--- config.mk ---
export PLATFORM = sky130hd
export DESIGN_NAME = proc_control_unit
export DESIGN_NICKNAME = d
export VERILOG_FILES = /design/src/rtl/proc_control_unit.sv
export SDC_FILE = /design/constraint.sdc
export NUM_CORES = 1
export LEC_CHECK = 0
export CORE_ASPECT_RATIO = 1.1
export CORE_MARGIN = 4
export CORE_UTILIZATION = 28
export DETAILED_ROUTE_END_ITERATION = 16
export PLACE_DENSITY = 0.65
export SYNTH_ARGS = -nofsm -noshare
export SYNTH_HDL_FRONTEND = slang
export SYNTH_SLANG_ARGS = --single-unit
--- constraint.sdc ---
create_clock -name Clock -period 2.22 [get_ports Clock]
set_input_delay 0.444 -clock Clock [delete_from_list [all_inputs] [get_ports Clock]]
set_output_delay 0.444 -clock Clock [all_outputs]
set_load 0.02 [all_outputs]
--- src/rtl/proc_control_unit.sv ---
// proc_control_unit: T0-T3 step sequencer and instruction decoder for the multicycle processor.
// Drives every datapath load enable and bus select from the step register, IR and Run.
module proc_control_unit (
    input  logic       Clock,
    input  logic       Resetn,
    input  logic       Run,
    input  logic [8:0] IR,
    output logic       IRin,
    output logic [7:0] Rin,
    output logic [7:0] Rout,
    output logic       DINout,
    output logic       Ain,
    output logic       Gin,
    output logic       Gout,
    output logic       AddSub,
    output logic       Done,
    output logic [1:0] Tstep
);
    typedef enum logic [1:0] {T0, T1, T2, T3} step_t;

    step_t      step_q, step_d;
    logic [2:0] opcode;
    logic [7:0] x_sel, y_sel;
    logic       arith;

    assign opcode = IR[8:6];
    assign x_sel  = 8'd1 << IR[5:3];
    assign y_sel  = 8'd1 << IR[2:0];
    assign arith  = (opcode[2:1] == 2'b01);
    assign Tstep  = step_q;

    always_ff @(posedge Clock or negedge Resetn) begin
        if (!Resetn) step_q <= T0;
        else         step_q <= step_d;
    end

    always_comb begin
        IRin   = 1'b0;
        Rin    = 8'd0;
        Rout   = 8'd0;
        DINout = 1'b0;
        Ain    = 1'b0;
        Gin    = 1'b0;
        Gout   = 1'b0;
        AddSub = 1'b0;
        Done   = 1'b0;
        case (step_q)
            T0: IRin = Run;
            T1: begin
                if (opcode == 3'b000) begin
                    Rout = y_sel;
                    Rin  = x_sel;
                    Done = 1'b1;
                end else if (opcode == 3'b001) begin
                    DINout = 1'b1;
                    Rin    = x_sel;
                    Done   = 1'b1;
                end else if (arith) begin
                    Rout = x_sel;
                    Ain  = 1'b1;
                end else begin
                    Done = 1'b1;
                end
            end
            T2: begin
                // A non-arith opcode here means IR changed under us; just retire.
                if (arith) begin
                    Rout   = y_sel;
                    Gin    = 1'b1;
                    AddSub = opcode[0];
                end else begin
                    Done = 1'b1;
                end
            end
            default: begin
                if (arith) begin
                    Gout = 1'b1;
                    Rin  = x_sel;
                end
                Done = 1'b1;
            end
        endcase
        if (step_q == T0) step_d = Run ? T1 : T0;
        else              step_d = Done ? T0 : step_t'(step_q + 2'd1);
        // Reset masks every output, including the Run-derived IRin.
        if (!Resetn) begin
            IRin   = 1'b0;
            Rin    = 8'd0;
            Rout   = 8'd0;
            DINout = 1'b0;
            Ain    = 1'b0;
            Gin    = 1'b0;
            Gout   = 1'b0;
            AddSub = 1'b0;
            Done   = 1'b0;
        end
    end
endmodule

==> metrics.txt <==
initial antenna violation count 0; clk sink count 2; Final setup viols 2; final setup margin -0.0639 ns; Max Slew Vio Count 0; CP max FO 4; total grt overflow 0; die width 50.6 um; die area approximately 2800 sq um; Max-Cap Viols 0; R2R depth 6; hold crit path type in -> async; Unique masters post-synth 35; Die Y around 55 um; Syn Nets 94; insertion delay to the later sink of the worst-skew pair 0.22 ns; drt pass-1 iters 4; Routed Antenna Nets 0; most common cell after layout, fill and taps aside buf_4; wire per inst ~13 um; fin util 0.704; worst IR drop on VDD between 0.5 and 0.6 mV; largest net degree at the start of global routing 8; Starting Density 0.303; PortBufs 36; final instance area 1300 sq um; Total GRT Usage 0.165; share of cells above drive strength 1 0.570; failing checks negative setup slack; synth warn 0; Final #Nets around 170; Iteration-0 DRC Markers 1; element type at the critical path start flip-flop; RSZ-0062 raised after global routing true; global-route wire length before repair 3.53 mm; Worst setup EP type primary output; pwr/cell area 550 nW/um^2; Synth top area share 0.0897; cts hold-fix bufs 0; Seq/Total Area, Yosys 0.0897; CTS tree yes; Vias/cell 5.03; kind of critical path reg -> out; Root Driver clkbuf_4; Fmax achieved 438 MHz; filler instances 162; Slew @ Worst Pin 0.287 ns; clock skew 0.00476 ns; synth top area cells dfrtp_1 (9.0%), ha_1 (9.0%), nor2_1 (6.1%); Residual DRC 0; CP required 1.78 ns; commonest non-fill, non-tap cells in the layout buf_4 (38), buf_6 (10), clkdlybuf4s50_1 (9); I/O pin total 37; Leak Pwr a little over 0.6 nW; Core Rows 16; Max-slew headroom 0.808; Post-Synthesis Cells between 70 and 80; WHS between 0.3 and 0.4 ns; Mean Syn Cell Area 7.15 sq um; final period utilization 1.03; core box area 1840 sq um; Post-Syn Area between 500 and 600 sq um; Final Hold Fails 0; Yosys reg bits 2; Arrival @ worst endpoint 1.84 ns; H-tree levels 1; clk buf depth 2; final WL roughly 2.4 mm; Largest register FFs 2; P&R area growth vs syn 133%; routed vias 885; number of global-route vias before repair 886; Post-DP Area ~1200 sq um; ANT cells 0; area leader, netlist dfrtp_1; total CTS buffers 3; outcome complete, but fails checks; Worst-path clk slew 0.03 ns; Placer Congestion 0.830; hpwl dp 1.80 mm; Tmin final 2.28 ns
## worst paths after layout
kind | startpoint | endpoint | slack [ns]
max | Tstep[1] | Rout[6] | -0.06
min | Resetn | Tstep[0] | 0.35
max reg2reg | Tstep[1] | Tstep[0] | 0.49
min reg2reg | Tstep[0] | Tstep[0] | 0.80
max in group asynchronous | Resetn | Tstep[1] | 1.76
min in group Clock | Tstep[0] | Tstep[0] | 0.80
## cell type report
cell class / instances / area [sq um] / area share
clock buffers: 3 / 22.5 / 0.0174
inverters: 3 / 11.3 / 0.00868
multi-input cells: 70 / 592 / 0.456
flip-flops and latches: 2 / 50.0 / 0.0386
well taps: 27 / 33.8 / 0.0260
repair buffers: 71 / 588 / 0.453
## power by group
group          internal, mW  switching (mW)
sequential           0.0511          0.0120
clock                0.0595          0.0185
combinational         0.306           0.267
total                 0.417           0.297
## kinds of logic (layout without fill, tap and decap cells)
group	after synthesis	in the layout	synth area share
and+or+nand+nor	50	50	0.520
AOI/OAI and AO/OA	16	16	0.244
buffers and inverters	6	77	0.0560
adders and majority gates	4	4	0.0897
DFF	2	2	0.0897
## synthesized netlist by cell type
library cell	n
inv_1	3
nor3b_1	3
nand2b_1	4
nand4_1	2
nand3_1	6
and3b_1	1
nor4_1	1
and3_1	4
buf_2	1
a21o_1	1
and4b_1	2
or3_1	1
buf_6	1
nor4bb_1	1
o22ai_1	3
nor2b_1	2
clkbuf_1	1
a21oi_1	2
nand3b_1	2
and2b_1	1
o21ai_1	1
a22oi_4	1
o211ai_1	2
a32oi_1	1
and2_1	2
nand2_1	4
o32ai_2	1
ha_1	4
nor2_1	9
a2111oi_2	1
o32ai_1	1
o21ai_0	2
nor3_1	3
dfrtp_1	2
or2_2	2
## per-stage QoR
| stage | std cells | TNS (ns) | power, mW | worst slack (ns) |
|---|---|---|---|---|
| after global routing | 176 | -0.619 | 0.768 | -0.154 |
| after detailed placement | 167 | -10.40 | 0.523 | -0.606 |
| after CTS | 174 | -0.418 | 0.669 | -0.131 |
| final | 176 | -0.0795 | 0.714 | -0.0639 |
| after floorplan | 78 | 0 | 0.289 | 0.00824 |
| after global placement | 167 | -9.88 | 0.516 | -0.557 |
## routing by layer
metal  wire [um]  track usage
met3         147       0.0327
met5           0            0
met2        1260        0.363
met4          25       0.0583
met1         919        0.149
## worst max-delay path, cell delays in order, from the launching register on
cell	delay, ns
dfrtp_1	0.42
inv_2	0.09
ha_4	0.28
and4b_2	0.25
a22oi_4	0.08
buf_6	0.12
o32ai_2	0.19
buf_4	0.18
## what timing repair did
action                                 4_1_cts  5_1_grt
gates resized for setup                    102       37
setup endpoints to repair                   23       19
endpoints found under the hold margin        0        0
pin swaps                                    5       10
gates cloned                                 0        0
buffers inserted                             4        2
Power figures use the tool's default switching activity.
